## src/rtl/fetch_unit.sv

```systemverilog
// Instruction fetch front end: ISSUE/WAIT/HOLD sequencer with one outstanding memory request.
// Optional stall counter on FetchStallCnt is built only when FETCH_PERF_EN is defined.
module fetch_unit #(
  parameter int                    DATA_WIDTH = 32,
  parameter logic [DATA_WIDTH-1:0] RESET_PC   = '0
) (
  input  logic                  clk,
  input  logic                  rst,
  input  logic                  EN,
  input  logic                  CLR,
  input  logic                  PCSrcE,
  input  logic [DATA_WIDTH-1:0] PCTargetE,
  output logic                  imem_req,
  output logic [DATA_WIDTH-1:0] imem_addr,
  input  logic                  imem_valid,
  input  logic [DATA_WIDTH-1:0] imem_rdata,
  output logic [DATA_WIDTH-1:0] InstrF,
  output logic [DATA_WIDTH-1:0] PCF,
  output logic [DATA_WIDTH-1:0] PCPlus4F,
  output logic                  ValidF,
  output logic [31:0]           FetchStallCnt
);

  typedef enum logic [1:0] {S_ISSUE, S_WAIT, S_HOLD} state_t;

  state_t                state, state_nxt;
  logic [DATA_WIDTH-1:0] pc, req_addr, pc_plus4, target;
  logic [DATA_WIDTH-1:0] instr_q, pcf_q, pcplus4_q;
  logic                  valid_q, discard;
  logic                  unused_tgt_lsbs;

  assign pc_plus4        = pc + {{(DATA_WIDTH-3){1'b0}}, 3'd4};
  assign target          = {PCTargetE[DATA_WIDTH-1:2], 2'b00};
  assign unused_tgt_lsbs = ^PCTargetE[1:0];

  always_ff @(posedge clk or posedge rst) begin
    if (rst) state <= S_ISSUE;
    else     state <= state_nxt;
  end

  always_comb begin
    state_nxt = state;
    case (state)
      S_ISSUE: state_nxt = PCSrcE ? S_ISSUE : S_WAIT;
      S_WAIT: begin
        if (imem_valid) state_nxt = (PCSrcE || discard) ? S_ISSUE : S_HOLD;
      end
      S_HOLD: begin
        if (PCSrcE || CLR || EN) state_nxt = S_ISSUE;
      end
      default: state_nxt = S_ISSUE;
    endcase
  end

  // Address is latched at issue so a redirect during WAIT cannot disturb the bus.
  always_comb begin
    imem_req  = 1'b0;
    imem_addr = pc;
    case (state)
      S_ISSUE: imem_req = !rst;
      S_WAIT: begin
        imem_req  = !rst;
        imem_addr = req_addr;
      end
      default: ;
    endcase
  end

  always_ff @(posedge clk or posedge rst) begin
    if (rst) begin
      pc        <= RESET_PC;
      req_addr  <= RESET_PC;
      discard   <= 1'b0;
      instr_q   <= '0;
      pcf_q     <= '0;
      pcplus4_q <= '0;
      valid_q   <= 1'b0;
    end else begin
      if (state == S_ISSUE) req_addr <= pc;
      if (PCSrcE) begin
        pc      <= target;
        valid_q <= 1'b0;
        discard <= (state == S_WAIT) && !imem_valid;
      end else begin
        case (state)
          S_WAIT: begin
            if (imem_valid) begin
              if (discard) begin
                discard <= 1'b0;
              end else begin
                instr_q   <= imem_rdata;
                pcf_q     <= pc;
                pcplus4_q <= pc_plus4;
                valid_q   <= 1'b1;
              end
            end
          end
          S_HOLD: begin
            if (CLR || EN) begin
              pc      <= pc_plus4;
              valid_q <= 1'b0;
            end
          end
          default: ;
        endcase
        // Flush overrides any load in the same cycle.
        if (CLR) begin
          instr_q <= '0;
          valid_q <= 1'b0;
        end
      end
    end
  end

  assign InstrF   = instr_q;
  assign PCF      = pcf_q;
  assign PCPlus4F = pcplus4_q;
  assign ValidF   = valid_q;

`ifdef FETCH_PERF_EN
  logic [31:0] stall_cnt;

  always_ff @(posedge clk or posedge rst) begin
    if (rst)
      stall_cnt <= '0;
    else if (state == S_WAIT && !imem_valid && stall_cnt != 32'hFFFF_FFFF)
      stall_cnt <= stall_cnt + 32'd1;
  end

  assign FetchStallCnt = stall_cnt;
`else
  assign FetchStallCnt = '0;
`endif

endmodule

```

## config.mk

```make
export PLATFORM = sky130hd
export DESIGN_NAME = fetch_unit
export DESIGN_NICKNAME = d
export VERILOG_FILES = /design/src/rtl/fetch_unit.sv
export SDC_FILE = /design/constraint.sdc
export NUM_CORES = 1
export LEC_CHECK = 0
export BUFFER_PORTS_ARGS = -buffer_cell sky130_fd_sc_hd__buf_2
export CAP_MARGIN = 20
export CORE_MARGIN = 2
export CORE_UTILIZATION = 56
export DETAILED_ROUTE_END_ITERATION = 12
export HOLD_SLACK_MARGIN = 0.05
export PLACE_DENSITY = 0.89
export RECOVER_POWER = 100
export REMOVE_ABC_BUFFERS = 1
export SYNTH_ARGS = -nofsm -noshare
export SYNTH_HDL_FRONTEND = slang
export SYNTH_SLANG_ARGS = --single-unit
```

## constraint.sdc

```tcl
create_clock -name clk -period 12.7 [get_ports clk]
set_input_delay 0.635 -clock clk [delete_from_list [all_inputs] [get_ports clk]]
set_output_delay 0.635 -clock clk [all_outputs]
set_load 0.1 [all_outputs]
```

==> results of run 1 <==
## logic make-up (layout without fill, tap and decap cells)
family	after synthesis	after routing	share of synthesized area (%)
simple gates	248	248	15.6
other cells	1	38	0.0494
xor+xnor	57	57	6.57
mux	62	62	9.16
buf+inv	108	235	8.05
compound gates	101	101	8.56
fa+ha+maj	4	4	0.659
flops	156	156	51.4
## layer usage
layer  global-route usage [%]  part of all wire (%)  up-vias
li1                         -                     -     2701
met1                     32.8                    42     2870
met2                     42.5                    50      214
met3                     5.28                   6.0       24
met4                     10.1                   1.9        0
met5                        0                     0        -
## worst reg2reg max path, cell delays in order (launching register included)
cell	delay, ns
dfrtp_1	0.38
inv_1	0.11
ha_1	1.42
nand2_1	0.30
or3_1	1.47
nor2_1	1.12
clkbuf_1	0.75
a22o_1	0.26
## layout by cell type (no fill, tap or decap), drive strengths merged, types with 2 or more instances in the layout
| cell | Yosys | final |
|---|---|---|
| conb | 1 | 38 |
| a22o | 32 | 32 |
| xnor2 | 22 | 22 |
| and3 | 2 | 2 |
| nor3 | 11 | 11 |
| o21ai | 62 | 62 |
| mux2i | 2 | 2 |
| bufinv | 0 | 3 |
| clkbuf | 26 | 152 |
| mux2 | 60 | 60 |
| ha | 4 | 4 |
| nor4 | 5 | 5 |
| dfrtp | 156 | 156 |
| xor2 | 35 | 35 |
| or2 | 2 | 2 |
| a21oi | 3 | 3 |
| nand2 | 169 | 169 |
| clkinv | 0 | 6 |
| inv | 5 | 4 |
| nand4 | 19 | 19 |
| nand3 | 18 | 18 |
| and4 | 2 | 2 |
| and2 | 3 | 3 |
| buf | 77 | 68 |
| clkinvlp | 0 | 2 |
| nor2 | 15 | 15 |
## Yosys cell counts (all sizes together)
master     n
nand2    169
dfrtp    156
buf       77
o21ai     62
mux2      60
xor2      35
a22o      32
clkbuf    26
xnor2     22
nand4     19
nand3     18
nor2      15
nor3      11
inv        5
nor4       5
ha         4
a21oi      3
and2       3
and3       2
and4       2
mux2i      2
or2        2
a2bb2oi    1
conb       1
nor4b      1
o2111ai    1
o21a       1
o22ai      1
or3        1
## flip-flops by register name, summed over array words and instances, names as in the netlist
name,cells
req_addr,30
state,2
pc,30
ValidF,1
PCPlus4F,30
PCF,30
discard,1
InstrF,32
## stage by stage
stage	hold WS (ns)	worst slack, ns	utilization, %	area [um2]	instances
after floorplan	0.475	7.86	-	7140	671
after global placement	0.455	9.00	63.4	8390	1044
after detailed placement	0.457	9.32	63.5	8400	1045
after CTS	0.409	9.30	68.1	9020	1077
after global routing	0.418	5.91	66.2	8770	1077
final	0.416	6.82	66.2	8770	1077
## final cells by class
class | count | area (um2)
Timing Repair Buffer | 198 | 836
Clock inverter | 10 | 139
Clock buffer | 22 | 474
Inverter | 5 | 20.0
Fill cell | 1119 | 4470
Sequential cell | 156 | 3900
Multi-Input combinational cell | 510 | 3180
Tap cell | 176 | 220
## how the worst max path moves through the flow
stage / end / slack (ns) / cells past startpoint
6_report: InstrF[7] / 6.82 / 7
5_1_grt: PCPlus4F[3] / 5.91 / 3
4_1_cts: InstrF[7] / 9.30 / 7
3_5_place_dp: InstrF[7] / 9.32 / 7
3_3_place_gp: InstrF[9] / 9.00 / 6
2_1_floorplan: InstrF[0] / 7.86 / 1
==> out/qor.yml, run 1 <==
antenna_found_initial: 0
syn_area_per_cell_um2: 10.3
drt_first_pass_iters: 4
finalWirelength_mm: 18.2
setup_tns_ns: 0
cts-resized-gates: 0
cts_root_buffer: "clkbuf_16"
grt_usage_pct: 25.5
crit_start: "state[1]"
cp.required_ns: 13.04
synth_top_area_share_pct: 51.4
hp-class: "in2reg"
violations: "max-capacitance violations, max-slew violations"
grt_max_degree: 102
status: "finished with violations"
dp_hpwl_mm: 11.9
synth-seq-cells: 156
io_pins: 232
yosys_warnings: 0
clk_path_buf_depth: 2
initial_core_util_pct: 57.4
cts_inserted_buffers: 17
r2r_end: "InstrF[7]"
end_kind: "flop"
r2r-start: "state[1]"
grt_pass1_vias: 5625
rsz0062_at_grt: "no"
skew_ns: 0.0214
cap_violations: 5
cts.hold.buffers_added: 0
place.gp.congestion: 0.778
crit_fanout: 91
drt-initial-drc-count: 398
r2r_slack_ns: 6.82
setup_violations: 0
critPathBufInv: 2
final_max_slew_viol_count: 320
clock_latency_ns: 0.43
cts_tree: "done"
die_height_um: 120
vias: 5809
hp-start: "PCTargetE[19]"
fmax_mhz: 170
diodes: 0
fin_nets: 962
die_x_um: 120
hold_viol: 0
drc: 0
cpPeakStageDelay_ns: 1.47
crit_chain: "inv_1 -> ha_1 -> nand2_1 -> or3_1 -> nor2_1 -> clkbuf_1 -> a22o_1"
synth.cell_area_um2: 7600
synth.area.top_cells: "dfrtp_1, mux2_2, nand2_1, buf_4, xor2_1"
htree_levels: 4
synth.largest_area_cell: "dfrtp_1"
wl_per_cell_um: 16.9
netlist_instances: 737
rows: 42
slowest_stage: "or3_1"
cts.sink_count: 156
cp.arrival_ns: 6.22
die-area_um2: 14500
tightest_slew_ns: 4.35
placeableCoreArea_um2: 13200
viasPerCell: 5.39
r2r_cells: 7
grt_pass1_wl_mm: 28.6
hold-path-endpoint: "pc[19]"
ant_nets: 0
setup.worst_path.start_class: "flop"
grt_overflow: 0
cts.clk_slew.worst_paths_ns: 0.06
path_delay_family: "simple AND/OR/NAND/NOR gates"
fin_crit_sh_pct: 46.3
post-cts-setup-buffers: 0
hold_depth: 3
yosysSeqAreaShare_pct: 51.4
max-slew-margin-rel_pct: -191
drive_gt1_share_pct: 18.8
crit_type: "reg2reg"
synth.distinct_cells: 41
period_needed_ns: 5.88
port_buffers: 191
syn2layout_area_growth_pct: 15.5
Power of run 1 is not shown: default switching activity piles up to over one toggle a cycle in this logic, so the estimate is an artifact.
==> run 2: changes to the inputs <==
ABC_AREA = 1   (was default)
CORE_UTILIZATION = 47   (was 56)
PLACE_DENSITY = 0.8   (was 0.89)
clock period = 5.25 ns   (was 12.7 ns; I/O delays follow)
==> run 2 against run 1 <==
  * The run still ends with max-capacitance violations, max-slew violations left
  * Routed wire length is 9.2% higher
  * Fmax is 79% higher
  * Clock skew is 0.012 ns lower
  * Critical path type unchanged
==> out/qor.yml, run 2 <==
setup_violations: 0  # unchanged
tightest_slew_ns: 2.79  # -1.55 ns
largest_reg_flops: 32  # unchanged
syn_area_per_cell_um2: 7.94  # -23%
drive_gt1_share_pct: 11.0  # -7.8 points
synth.area.top_cells: "dfrtp_1, nand2_1, o21ai_0, nand3_1, nor2_1"
initial_core_util_pct: 47.5  # -9.8 points
netlist_instances: 982  # +33%
synth-seq-cells: 156  # unchanged
synth_top_area_share_pct: 50.0  # -1.3 points
crit_type: "reg2reg"
critPathBufInv: 5  # +3
drc: 0  # unchanged
grt_overflow: 0  # unchanged
place.gp.congestion: 0.803  # +3.1%
crit_start: "state[1]"
synth.cell_area_um2: 7800  # +2.7%
final_max_slew_viol_count: 240  # -25%
rsz0062_at_grt: "no"
yosysSeqAreaShare_pct: 50.0  # -1.3 points
cp.arrival_ns: 3.62  # -2.60 ns
synth.distinct_cells: 37  # -9.8%
crit_fanout: 86  # -5.5%
io_pins: 232  # unchanged
ant_nets: 0  # unchanged
skew_ns: 0.00908  # -0.0123 ns
cp.required_ns: 5.58  # -7.46 ns
max-slew-margin-rel_pct: -86.3  # +110 points
fin_cells: 1383  # +28%
synth-edff-count: 0  # unchanged
die_height_um: 133  # +10%
drt_first_pass_iters: 5  # +1
r2r-start: "state[1]"
drt-initial-drc-count: 428  # +7.5%
setup_tns_ns: 0  # unchanged
cts_tree: "done"
cts.clk_slew.worst_paths_ns: 0.06  # about the same
nFillCells: 1552  # +39%
grt_max_degree: 106  # +3.9%
setup.worst_path.start_class: "flop"
wl_per_cell_um: 14.4  # -15%
vias: 6814  # +17%
period_needed_ns: 3.29  # -2.59 ns
yosys_warnings: 0  # unchanged
final_cell_mix: "nand2_1, dfrtp_1, o21ai_0"
hold_viol: 0  # unchanged
rows: 47  # +12%
crit_chain: "inv_1 -> ha_1 -> buf_4 -> nand2_1 -> inv_1 -> nand2_1 -> clkbuf_2 -> o21ai_0 -> buf_8 -> o21ai_0"
post-cts-setup-buffers: 0  # unchanged
slowest_stage: "clkbuf_2"
cts.sink_count: 156  # unchanged
synth_most_common_cell: "nand2_1"
finalWirelength_mm: 19.9  # +9.2%
placed_cells: 1350  # +29%
fin_nets: 1225  # +27%
fmax_mhz: 304  # +79%
hp-class: "in2reg"
synth_commonest_cells: "nand2_1, dfrtp_1, o21ai_0"
grt_usage_pct: 23.2  # -2.3 points
cap_violations: 4  # -1
diodes: 0  # unchanged
ys.flop_type: "dfrtp_1"
grt_pass1_vias: 6509  # +16%
syn2layout_area_growth_pct: 17.2
viasPerCell: 4.93  # -8.7%
die-area_um2: 17600  # +22%
setup_slack_ns: 1.96  # -4.86 ns
htree_levels: 4  # unchanged
path_delay_family: "buffers and inverters"
hp-start: "imem_rdata[25]"
placeableCoreArea_um2: 16400  # +24%
cts_inserted_buffers: 17  # unchanged
clk_path_buf_depth: 2  # unchanged
antenna_found_initial: 3  # +3
dp_slack_ns: 2.45  # -6.86 ns
cpPeakStageDelay_ns: 1.17  # -0.30 ns
port_buffers: 191  # unchanged
grt_pass1_wl_mm: 32.8  # +14%
dp_hpwl_mm: 13.6  # +14%
cts-resized-gates: 0  # unchanged
fin_crit_sh_pct: 62.6  # +16 points
violations: "max-capacitance violations, max-slew violations"
cts.hold.buffers_added: 0  # unchanged
final_common_cell: "nand2_1"
synth.largest_area_cell: "dfrtp_1"
cts_root_buffer: "clkbuf_16"
die_x_um: 133  # +10%
clock_latency_ns: 0.42  # about the same
status: "finished with violations"
async_flop_share_pct: 100  # unchanged
end_kind: "flop"
-- run 2: cell families (layout without fill, tap and decap cells) --
kind of cell	count (synthesis)	count (layout)	synth area share (%)
and+or+nand+nor	465	465	25.2
AOI/OAI and AO/OA	180	180	12.2
buffers and inverters	168	312	11.0
DFF	156	156	50.0
xor gates and xnor gates	8	8	0.898
adders and majority gates	4	4	0.642
other	1	38	0.0481
-- run 2: cell type report --
type	count	area [um2]	share of cell area, %
clock buffers	19	443	4.84
clock inverters	12	171	1.87
inverters	83	324	3.54
multi-input cells	695	3170	34.6
flip-flops and latches	156	3900	42.7
well taps	220	275	3.01
repair buffers	198	858	9.39
-- run 2: worst paths after layout --
kind	slack, ns	depth (start not counted)	end
setup reg to reg	1.96	10	InstrF[18]
max in group asynchronous	1.98	3	req_addr[23]
min in group asynchronous	0.09	2	InstrF[30]
hold reg to reg	0.48	2	PCPlus4F[30]
hold / removal	0.08	3	InstrF[25]
setup / recovery	1.96	10	InstrF[18]
-- run 2: per-layer routing --
metal  vias to the layer above  routed length, um  GRT usage [%]  part of all wire, %
met5                         -                 27              0                 0.14
met4                         4                276           6.57                  1.4
met3                        25               1350           6.25                  6.8
met2                       235               9420           37.9                   47
met1                      3159               8780           30.5                   44
li1                       3391                  -              -                    -
-- run 2: through the flow --
stage | cell area, um2 | utilization [%] | hold slack, ns
floorplan | 7400 | - | 0.351
CTS | 9300 | 56.7 | 0.0658
global placement | 8680 | 52.9 | 0.460
global route | 9140 | 55.7 | 0.0743
finish | 9140 | 55.7 | 0.0750
detailed placement | 8680 | 52.9 | 0.460
-- run 2: tightest hold or removal path, stage by stage --
cell and delay, ns:
buf_2 0.07, nand3_1 0.06, o21ai_0 0.06
Power of run 2 is left out for the same reason.
==> run 3: changes to the inputs <==
ABC_AREA = 0   (was 1)
CORE_UTILIZATION = 52   (was 47)
PLACE_DENSITY = 0.84   (was 0.8)
clock period = 3.4 ns   (was 5.25 ns; I/O delays follow)
==> run 3 against run 2 <==
  * Clock-buffer cell count decreased by 1
  * Die area down 12%
  * Critical path depth is 5 lower
  * Non-clock buffer count up 69
  * Hold slack improved by 0.083 ns
  * Final area up 3.2%
  * Global-route usage increased by 2.3 points
  * Sequential share of layout area down 1.3 points
  * First-iteration DRC count grew 24%
  * Worst setup slack worse by 1.4 ns
  * The run still ends with max-capacitance violations, max-slew violations left
  * Via count fell by 11%
==> out/qor.yml, run 3 (synthesis gave the netlist of run 1 again) <==
status: "finished with violations"
violations: "max-capacitance violations, max-slew violations"
fin_crit_sh_pct: 83.9
grt_pass1_vias: 6021  # -7.5%
final_max_slew_viol_count: 85  # -65%
r2r_slack_ns: 0.77  # -1.19 ns
drc: 0  # unchanged
cts.clk_slew.worst_paths_ns: 0.06  # about the same
initial_core_util_pct: 52.7  # +5.1 points
cp.required_ns: 3.23  # -2.35 ns
placed_cells: 1057  # -22%
grt_usage_pct: 25.5  # +2.3 points
crit_fanout: 35  # -59%
clock_latency_ns: 0.42  # about the same
fin_total_pwr_uw: 9890
fin_nets: 1031  # -16%
viasPerCell: 5.27  # +6.9%
r2r-start: "state[0]"
tightest_slew_ns: 1.77  # -1.02 ns
cap_violations: 1  # -3
grt_pass1_wl_mm: 31.7  # -3.4%
setup_violations: 0  # unchanged
cts-resized-gates: 0  # unchanged
p_leak_uw: 0.00425
rsz0062_at_grt: "no"
hold_viol: 0  # unchanged
drt-initial-drc-count: 530  # +24%
cts_inserted_buffers: 17  # unchanged
io_pins: 232  # unchanged
grt_overflow: 0  # unchanged
clk_path_buf_depth: 2  # unchanged
vias: 6078  # -11%
fin_cells: 1154  # -17%
wl_per_cell_um: 16.9  # +18%
ir_drop_uv: 866
rows: 44  # -6.4%
die-area_um2: 15600  # -12%
htree_levels: 4  # unchanged
crit_start: "state[1]"
dp_hpwl_mm: 12.1  # -11%
r2r_end: "req_addr[7]"
final_cell_mix: "nand2_1, dfrtp_1, clkbuf_1"
cts.sink_count: 156  # unchanged
port_buffers: 191  # unchanged
placeableCoreArea_um2: 14400  # -12%
endpoint: "imem_addr[28]"
die_height_um: 125  # -6.0%
period_needed_ns: 2.85
die_x_um: 125  # -6.0%
place.gp.congestion: 0.779  # -2.9%
hp-class: "in2reg"
end_kind: "output port"
ant_nets: 0  # unchanged
nFillCells: 1149  # -26%
setup.worst_path.start_class: "flop"
drt_first_pass_iters: 5  # unchanged
fmax_mhz: 351
diodes: 0  # unchanged
hold_ws_ns: 0.158  # +0.0834 ns
largest_reg_flops: 32  # unchanged
skew_ns: 0.00978  # +0.000698 ns
antenna_found_initial: 0  # -3
cts_root_buffer: "clkbuf_16"
max-slew-margin-rel_pct: -18.3  # +68 points
drive_gt1_share_pct: 18.5  # +7.4 points
final_common_cell: "nand2_1"
finalWirelength_mm: 19.6  # -1.5%
syn2layout_area_growth_pct: 24.2
grt_max_degree: 85  # -20%
p_per_area_nw_per_um2: 1050
r2r_cells: 4  # -6
cp.arrival_ns: 2.68  # -0.94 ns
cts_tree: "done"
crit_type: "reg2out"
run 3: changes by cell type in the layout (fill, tap and decap cells not counted), sizes merged, moves of 21 or more:
cell and change:
a22o +32, mux2 +60, nand2 -120, o21ai -93, xnor2 +21, dlygate4sd3 +65, xor2 +28, inv -74
nor2 -90, nand3 -51
run 3: what timing repair did:
item | in CTS | in global routing
hold buffers | 65 | 0
setup buffers | 0 | 0
hold endpoints to repair | 145 | 0
run 3: area by class of cell:
type	count	area [um2]	share of cell area (%)
inverters	5	22.5	0.239
repair buffers	267	1520	16.1
flip-flops and latches	156	3900	41.4
multi-input cells	510	3190	33.9
clock buffers	18	429	4.55
clock inverters	14	138	1.46
well taps	184	230	2.44
run 3: layer usage:
layer | vias up | share of wire, % | track usage (%)
li1 | 2837 | - | -
met1 | 2957 | 41 | 32.2
met3 | 36 | 6.7 | 6.27
met2 | 248 | 50 | 42.8
met4 | 0 | 2.2 | 9.35
met5 | - | 0 | 0
run 3: worst min path at each step:
stage	start	end	slack, ns	cells after the start
2_1_floorplan	CLR	ValidF	0.24	1
3_3_place_gp	rst	PCF[20]	0.37	2
3_5_place_dp	rst	PCF[20]	0.38	2
4_1_cts	EN	state[1]	0.17	3
5_1_grt	EN	state[1]	0.17	3
6_report	EN	state[1]	0.16	3
run 3: power breakdown:
part / internal, uW / leakage (uW) / switching, uW / total [uW]
clock network: 1020 / 0.000265 / 804 / 1820
registers: 2390 / 0.00199 / 382 / 2770
logic: 765 / 0.00200 / 4540 / 5300
total: 4170 / 0.00425 / 5720 / 9890
run 3: critical path: stages, from the launching register on:
cell and delay, ns:
dfrtp_1 0.38, inv_1 0.09, ha_1 0.18, buf_4 0.44, mux2_2 0.26, clkbuf_1 0.88
run 3: stage by stage:
stage,instance area (um2),setup slack (ns),util [%],setup TNS (ns)
5_1_grt,9430,0.462,65.4,0
4_1_cts,9650,0.952,66.9,0
6_report,9430,0.548,65.4,0
3_3_place_gp,8440,1.27,58.5,0
2_1_floorplan,7140,-0.977,-,-167.58
3_5_place_dp,8440,1.23,58.5,0
Power figures use the tool's default switching activity.
